$ cat config.mk
export PLATFORM = sky130hd
export DESIGN_NAME = operand_fetch_stage_flat
export DESIGN_NICKNAME = d
export VERILOG_FILES = /design/src/rtl/isa_pkg.sv /design/src/rtl/operand_fetch_stage_if.sv /design/src/rtl/reg_bank.sv /design/src/rtl/operand_fetch_stage.sv /design/src/flat_wrapper.sv
export SDC_FILE = /design/constraint.sdc
export NUM_CORES = 2
export LEC_CHECK = 0
export BUFFER_PORTS_ARGS = -buffer_cell sky130_fd_sc_hd__buf_2
export CELL_PAD_IN_SITES_DETAIL_PLACEMENT = 0
export CELL_PAD_IN_SITES_GLOBAL_PLACEMENT = 1
export CORE_MARGIN = 1.5
export CORE_UTILIZATION = 52
export CTS_BUF_LIST = sky130_fd_sc_hd__clkbuf_4
export DETAILED_ROUTE_END_ITERATION = 12
export PLACE_DENSITY = 0.8
export SLEW_MARGIN = 20
export SYNTH_ARGS = -nofsm -noshare
export SYNTH_HDL_FRONTEND = slang
export SYNTH_SLANG_ARGS = --single-unit
$ cat constraint.sdc
create_clock -name Clk -period 5.9 [get_ports Clk]
set_clock_uncertainty 0.15 [all_clocks]
set_input_delay 0.59 -clock Clk [delete_from_list [all_inputs] [get_ports Clk]]
set_output_delay 0.59 -clock Clk [all_outputs]
set_load 0.1 [all_outputs]
$ cat src/rtl/isa_pkg.sv
// Shared ISA constants for the decode stage and the ALU: R-type opcode, funct codes and ALU op codes.
// decode() maps an instruction's opcode/funct onto the ALU op code and an illegal flag.
package isa_pkg;

  localparam int DEF_DATA_W = 32;
  localparam int DEF_ADDR_W = 5;
  localparam int DEF_REG_N  = 32;

  localparam logic [5:0] OPC_RTYPE  = 6'h00;
  localparam logic [5:0] FUNCT_AND  = 6'h24;
  localparam logic [5:0] FUNCT_OR   = 6'h25;
  localparam logic [5:0] FUNCT_ADD  = 6'h20;
  localparam logic [5:0] FUNCT_SUB  = 6'h22;
  localparam logic [5:0] FUNCT_GT   = 6'h2A;

  typedef enum logic [2:0] {
    ALUOP_AND = 3'b000,
    ALUOP_OR  = 3'b001,
    ALUOP_ADD = 3'b010,
    ALUOP_SUB = 3'b110,
    ALUOP_GT  = 3'b111
  } alu_op_e;

  typedef struct packed {
    alu_op_e alu_op;
    logic    illegal;
  } decode_t;

  // Illegal encodings report ALUOP_AND so the consumer sees a harmless op while it traps.
  function automatic decode_t decode(input logic [5:0] opcode, input logic [5:0] funct);
    decode_t d;
    d.alu_op  = ALUOP_AND;
    d.illegal = 1'b0;
    case (funct)
      FUNCT_AND: d.alu_op = ALUOP_AND;
      FUNCT_OR:  d.alu_op = ALUOP_OR;
      FUNCT_ADD: d.alu_op = ALUOP_ADD;
      FUNCT_SUB: d.alu_op = ALUOP_SUB;
      FUNCT_GT:  d.alu_op = ALUOP_GT;
      default:   d.illegal = 1'b1;
    endcase
    if (opcode != OPC_RTYPE) d.illegal = 1'b1;
    if (d.illegal) d.alu_op = ALUOP_AND;
    return d;
  endfunction

endpackage

$ cat src/rtl/operand_fetch_stage_if.sv
// Bundle of the instruction input, write-back port and operand-set output of the fetch stage.
// slave is the stage's view; master is the view of whatever drives it.
interface operand_fetch_stage_if #(
  parameter int DATA_W = isa_pkg::DEF_DATA_W,
  parameter int ADDR_W = isa_pkg::DEF_ADDR_W
);
  logic              InstValid;
  logic              InstReady;
  logic [31:0]       Instr;
  logic              Flush;
  logic              WrEn;
  logic [ADDR_W-1:0] WrAddr;
  logic [DATA_W-1:0] WrData;
  logic              OutValid;
  logic              OutReady;
  logic [DATA_W-1:0] Ope1;
  logic [DATA_W-1:0] Ope2;
  logic [2:0]        AluOp;
  logic [ADDR_W-1:0] DestReg;
  logic              IllegalOp;

  modport slave (
    input  InstValid, Instr, Flush, WrEn, WrAddr, WrData, OutReady,
    output InstReady, OutValid, Ope1, Ope2, AluOp, DestReg, IllegalOp
  );

  modport master (
    output InstValid, Instr, Flush, WrEn, WrAddr, WrData, OutReady,
    input  InstReady, OutValid, Ope1, Ope2, AluOp, DestReg, IllegalOp
  );
endinterface

$ cat src/rtl/reg_bank.sv
// Register bank: register 0 reads as zero, one synchronous write port, two combinational
// read ports that forward the write port when it targets the address being read.
module reg_bank #(
  parameter int DATA_W = 32,
  parameter int REG_N  = 32,
  parameter int ADDR_W = 5
) (
  input  logic              clk,
  input  logic              rst_n,
  input  logic              wr_en,
  input  logic [ADDR_W-1:0] wr_addr,
  input  logic [DATA_W-1:0] wr_data,
  input  logic [ADDR_W-1:0] rd_addr_a,
  input  logic [ADDR_W-1:0] rd_addr_b,
  output logic [DATA_W-1:0] rd_data_a,
  output logic [DATA_W-1:0] rd_data_b
);

  logic [DATA_W-1:0] regs [REG_N];
  logic              wr_live;

  assign wr_live = wr_en && (wr_addr != '0);

  // NOTE: the bank is built from flops, so clearing every entry on reset is legal here;
  // a RAM macro could not be reset like this.
  always_ff @(posedge clk or negedge rst_n) begin
    if (!rst_n) begin
      for (int i = 0; i < REG_N; i++) regs[i] <= '0;
    end else if (wr_live) begin
      // NOTE: state updates use non-blocking assignments so every flop samples pre-edge values.
      regs[wr_addr] <= wr_data;
    end
  end

  assign rd_data_a = (rd_addr_a == '0)                  ? '0      :
                     (wr_live && wr_addr == rd_addr_a)  ? wr_data : regs[rd_addr_a];
  assign rd_data_b = (rd_addr_b == '0)                  ? '0      :
                     (wr_live && wr_addr == rd_addr_b)  ? wr_data : regs[rd_addr_b];

endmodule

$ cat src/rtl/operand_fetch_stage.sv
// Decode/operand-fetch stage feeding the ALU: decodes R-type instructions, reads operands
// from the register bank and holds them in a single valid/ready output register.
module operand_fetch_stage
  import isa_pkg::*;
#(
  parameter int DATA_W = isa_pkg::DEF_DATA_W,
  parameter int REG_N  = isa_pkg::DEF_REG_N,
  parameter int ADDR_W = isa_pkg::DEF_ADDR_W
) (
  input logic                   Clk,
  input logic                   Rst_n,
  operand_fetch_stage_if.slave  bus
);

  logic              accept;
  decode_t           dec;
  logic [DATA_W-1:0] rd_a;
  logic [DATA_W-1:0] rd_b;
  logic              shamt_unused;

  // Shift amount has no meaning for the supported ops.
  assign shamt_unused = ^bus.Instr[10:6];

  assign bus.InstReady = !bus.OutValid || bus.OutReady;
  assign accept        = bus.InstValid && bus.InstReady;
  assign dec           = decode(bus.Instr[31:26], bus.Instr[5:0]);

  reg_bank #(
    .DATA_W (DATA_W),
    .REG_N  (REG_N),
    .ADDR_W (ADDR_W)
  ) u_reg_bank (
    .clk       (Clk),
    .rst_n     (Rst_n),
    .wr_en     (bus.WrEn),
    .wr_addr   (bus.WrAddr),
    .wr_data   (bus.WrData),
    .rd_addr_a (bus.Instr[25:21]),
    .rd_addr_b (bus.Instr[20:16]),
    .rd_data_a (rd_a),
    .rd_data_b (rd_b)
  );

  // Flush wins over a same-cycle accept; payload fields only change on a real load.
  always_ff @(posedge Clk or negedge Rst_n) begin
    if (!Rst_n) begin
      bus.OutValid  <= 1'b0;
      bus.Ope1      <= '0;
      bus.Ope2      <= '0;
      bus.AluOp     <= ALUOP_AND;
      bus.DestReg   <= '0;
      bus.IllegalOp <= 1'b0;
    end else if (bus.Flush) begin
      bus.OutValid  <= 1'b0;
    end else if (accept) begin
      bus.OutValid  <= 1'b1;
      bus.Ope1      <= rd_a;
      bus.Ope2      <= rd_b;
      bus.AluOp     <= dec.alu_op;
      bus.DestReg   <= bus.Instr[15:11];
      bus.IllegalOp <= dec.illegal;
    end else if (bus.OutReady) begin
      bus.OutValid  <= 1'b0;
    end
  end

endmodule

$ cat src/flat_wrapper.sv
// flat-port wrapper written by rule: the top's interface ports become plain ports
module operand_fetch_stage_flat import isa_pkg::*;
#(
  parameter int DATA_W = isa_pkg::DEF_DATA_W,
  parameter int REG_N  = isa_pkg::DEF_REG_N,
  parameter int ADDR_W = isa_pkg::DEF_ADDR_W
)
  (Clk, Rst_n, bus_InstValid, bus_Instr, bus_Flush, bus_WrEn, bus_WrAddr, bus_WrData, bus_OutReady, bus_InstReady, bus_OutValid, bus_Ope1, bus_Ope2, bus_AluOp, bus_DestReg, bus_IllegalOp);
  operand_fetch_stage_if #(.DATA_W(DATA_W), .ADDR_W(ADDR_W)) bus_i ();
  input logic Clk;
  input logic Rst_n;
  input wire logic [$bits(bus_i.InstValid)-1:0] bus_InstValid;
  input wire logic [$bits(bus_i.Instr)-1:0] bus_Instr;
  input wire logic [$bits(bus_i.Flush)-1:0] bus_Flush;
  input wire logic [$bits(bus_i.WrEn)-1:0] bus_WrEn;
  input wire logic [$bits(bus_i.WrAddr)-1:0] bus_WrAddr;
  input wire logic [$bits(bus_i.WrData)-1:0] bus_WrData;
  input wire logic [$bits(bus_i.OutReady)-1:0] bus_OutReady;
  output wire logic [$bits(bus_i.InstReady)-1:0] bus_InstReady;
  output wire logic [$bits(bus_i.OutValid)-1:0] bus_OutValid;
  output wire logic [$bits(bus_i.Ope1)-1:0] bus_Ope1;
  output wire logic [$bits(bus_i.Ope2)-1:0] bus_Ope2;
  output wire logic [$bits(bus_i.AluOp)-1:0] bus_AluOp;
  output wire logic [$bits(bus_i.DestReg)-1:0] bus_DestReg;
  output wire logic [$bits(bus_i.IllegalOp)-1:0] bus_IllegalOp;
  assign bus_i.InstValid = bus_InstValid;
  assign bus_i.Instr = bus_Instr;
  assign bus_i.Flush = bus_Flush;
  assign bus_i.WrEn = bus_WrEn;
  assign bus_i.WrAddr = bus_WrAddr;
  assign bus_i.WrData = bus_WrData;
  assign bus_i.OutReady = bus_OutReady;
  assign bus_InstReady = bus_i.InstReady;
  assign bus_OutValid = bus_i.OutValid;
  assign bus_Ope1 = bus_i.Ope1;
  assign bus_Ope2 = bus_i.Ope2;
  assign bus_AluOp = bus_i.AluOp;
  assign bus_DestReg = bus_i.DestReg;
  assign bus_IllegalOp = bus_i.IllegalOp;
  operand_fetch_stage #(.DATA_W(DATA_W), .REG_N(REG_N), .ADDR_W(ADDR_W)) u_core (.Clk(Clk), .Rst_n(Rst_n), .bus(bus_i));
endmodule
==> run metrics <==
result of the run=complete, no violations; clock root buffer=sky130_fd_sc_hd__clkbuf_4; LEAKAGE=0.02742 uW; worst-path fanout max=41; Boundary Pins=150; CP max stage delay=920 ps; Worst Path Required=6860 ps; H-tree levels=5; final weighted congestion in routability-driven placement=0.8240; setup_tns=0 ps; clock period minus worst slack=3281 ps; Top FF cell, synth=sky130_fd_sc_hd__dfrtp_1; pin count of the biggest net entering global routing=177; Buffers on Ports=144; top cells by instance count after synthesis=sky130_fd_sc_hd__dfrtp_1 (1098), sky130_fd_sc_hd__nand2_1 (614), sky130_fd_sc_hd__mux2_2 (520); sink count of the clock tree=1098; post-route core utilization=58.14%; max-slew violation total from the final report=0; dpl hpwl=102.3 mm; number of endpoints failing setup at the final stage=0; kind of cell adding the most delay to the critical path=buffers and inverters; clock latency on the worst-skew pair=1220 ps; Post-synth ARST share=100.0%; vias=41052; total DRC errors in the routed layout=0; final hold viol count=0; class of the tightest hold or removal check=input port to register; max frequency=304.7 MHz; per-cell via count in the routed design=6.719; Synthesis Warnings=0; most frequent CP cell=sky130_fd_sc_hd__buf_4; CP Cell Sequence=dlygate4sd3_1 -> clkbuf_8 -> buf_4 -> nor2b_2 -> buf_4 -> a22o_1 -> nor3_1 -> a211oi_1 -> a221o_1; Congestion Overflow GR=0; clock-pin slew of the registers on the worst-case setup and hold paths=60 ps; largest cells by area after synthesis=sky130_fd_sc_hd__dfrtp_1 (49%), sky130_fd_sc_hd__mux4_2 (17%), sky130_fd_sc_hd__mux2_2 (10%), sky130_fd_sc_hd__o21ai_0 (4.4%), sky130_fd_sc_hd__nand2_1 (4.1%); Relative slew margins=19.63%; Initial Util=52.33%; Cell variety after synth=54; arrival time at the worst endpoint=4240 ps; width of the chip=330.8 um; synthesized area per cell=12.85 um^2; slowest cell on the critical path=sky130_fd_sc_hd__nor2b_2; sum of routed wire length over all layers=187.9 mm; overall routing resource usage=34.74%; Final Net Count=4583; synthesized flop and latch total=1098; iteration-0 DRC count of the detailed router=4542; number of antenna violations at the first check in global routing=7; number of detailed-routing iterations run before antenna repair=6; most common cell in the synthesized netlist=sky130_fd_sc_hd__dfrtp_1; Synthesized Nets=4422; number of enable-type register cells in the synthesized netlist=0; post-synthesis to final-layout area growth=11.10%; Cell Pwr Density=348.3 nW/um^2; via count of the first global-routing pass=40796; transition at the pin with the smallest max-transition slack=1206 ps; number of nets still failing antenna checks after routing=0; number of rows in the core area=120; hold slack=116.6 ps; kind of capture point of the worst setup path=register; cell type contributing the most total cell area after synthesis=sky130_fd_sc_hd__dfrtp_1; Tcrit/Tclk final=55.62%; wire length of the first global-routing pass=275.2 mm; overall die area=109400 um^2; Resized Gates After CTS=0; CTS tree=yes; worst-case vdd ir drop=0.0001898 V; kind of critical path=input port to register; number of buffers created by CTS=313; Filler Cell Count=8812; buffer levels on the longest clock path=4; critical path launch point type=input port; layout cell share with drive strength beyond 1=36.66%; unrepaired setup endpoints after global routing=no; proportion of netlist area held by the largest area contributor=49.19%; WL per Instance=30.75 um; Bufs and invs on worst path=4; core area=106800 um^2; sequential element share of the synthesized area=49.19%; Synth Instances=4347; die span in y=330.8 um; max-capacitance violation count=0; summed instance area of the synthesized netlist=55860 um^2
-- worst reg2reg max path: cells and delay by family (launching register included) --
kind | cells | cell delay, ps
compound gates | 3 | 1060
buf+inv | 3 | 710
simple gates | 2 | 680
flops | 1 | 340
-- logic make-up after synthesis --
kind of cell,Yosys count,synth area share [%]
flops,1098,49.19
simple gates,719,5.187
compound gates,904,10.31
mux,1131,31.49
xor+xnor,10,0.1568
buf+inv,485,3.669
-- per-layer routing --
layer	vias to the layer above	wire (um)	track usage, %
met4	2	8947	16.63
met5	-	13	0
li1	16825	-	-
met3	560	18010	7.785
met2	2315	87000	53.75
met1	21350	73930	46.80
-- cell type report --
cell class	instances	area, um^2	share of cell area [%]
Clock inverter	52	314.1	0.5060
Antenna cell	12	30.03	0.04839
Sequential cell	1098	27480	44.27
Multi-Input combinational cell	2764	26650	42.94
Clock buffer	450	3378	5.443
Tap cell	1403	1755	2.829
Timing Repair Buffer	297	2328	3.752
Inverter	34	127.6	0.2056
-- stage by stage --
stage | std cells | total power [uW] | cell area, um^2 | setup WS [ps]
after floorplan | 4347 | 13380 | 55860 | 2825
after global placement | 5525 | 14580 | 57530 | 1957
after detailed placement | 5527 | 14760 | 57590 | 1986
after CTS | 6096 | 21660 | 61970 | 2778
after global routing | 6110 | 22630 | 62060 | 2745
final | 6110 | 21620 | 62060 | 2619
-- repair_timing --
action	CTS	global route
buffers inserted	0	0
endpoints found under the hold margin	1033	0
hold buffers	67	0
-- registers in the layout, indices dropped and copies added (netlist names) --
register	cells
u_core.u_reg_bank.regs	1024
u_core.bus.Ope1	32
u_core.bus.Ope2	32
u_core.bus.DestReg	5
u_core.bus.AluOp	3
u_core.bus.IllegalOp	1
u_core.bus.OutValid	1
-- worst paths after layout --
| path | start | slack (ps) | endpoint | depth (start not counted) |
|---|---|---|---|---|
| max | bus_Instr[23] | 2620 | u_core.bus.Ope1[5] | 9 |
| min | bus_Instr[25] | 120 | u_core.bus.Ope1[8] | 5 |
| max reg2reg | u_core.bus.OutValid | 2800 | u_core.bus.Ope1[27] | 8 |
| min reg2reg | u_core.u_reg_bank.regs[993] | 250 | u_core.u_reg_bank.regs[993] | 0 |
| max in group asynchronous | Rst_n | 3980 | u_core.u_reg_bank.regs[463] | 4 |
| min in group asynchronous | Rst_n | 580 | u_core.u_reg_bank.regs[634] | 4 |
-- report_power, final --
group / switching (uW) / internal (uW)
clock network: 3240 / 3640
registers: 1120 / 8940
logic: 2480 / 2210
total: 6840 / 14800
-- cell usage in the layout (no fill, tap or decap), drive strengths merged, types with 6 or more instances in the layout --
cell type,instances
dlygate4sd3,66
nand2,614
a21o,33
a21oi,9
clkbuf,451
mux2i,150
nor2,35
a22oi,153
buf,230
mux2,537
a2111oi,18
nor4,7
a211oi,39
nor3,9
clkinv,41
a22o,11
nor2b,9
a221o,32
dfrtp,1098
nand3b,8
o22ai,54
o21ai,491
diode,12
nand3,6
inv,40
mux4,444
o2111ai,32
o221ai,15
No activity file was read; power rests on OpenSTA's default activity.
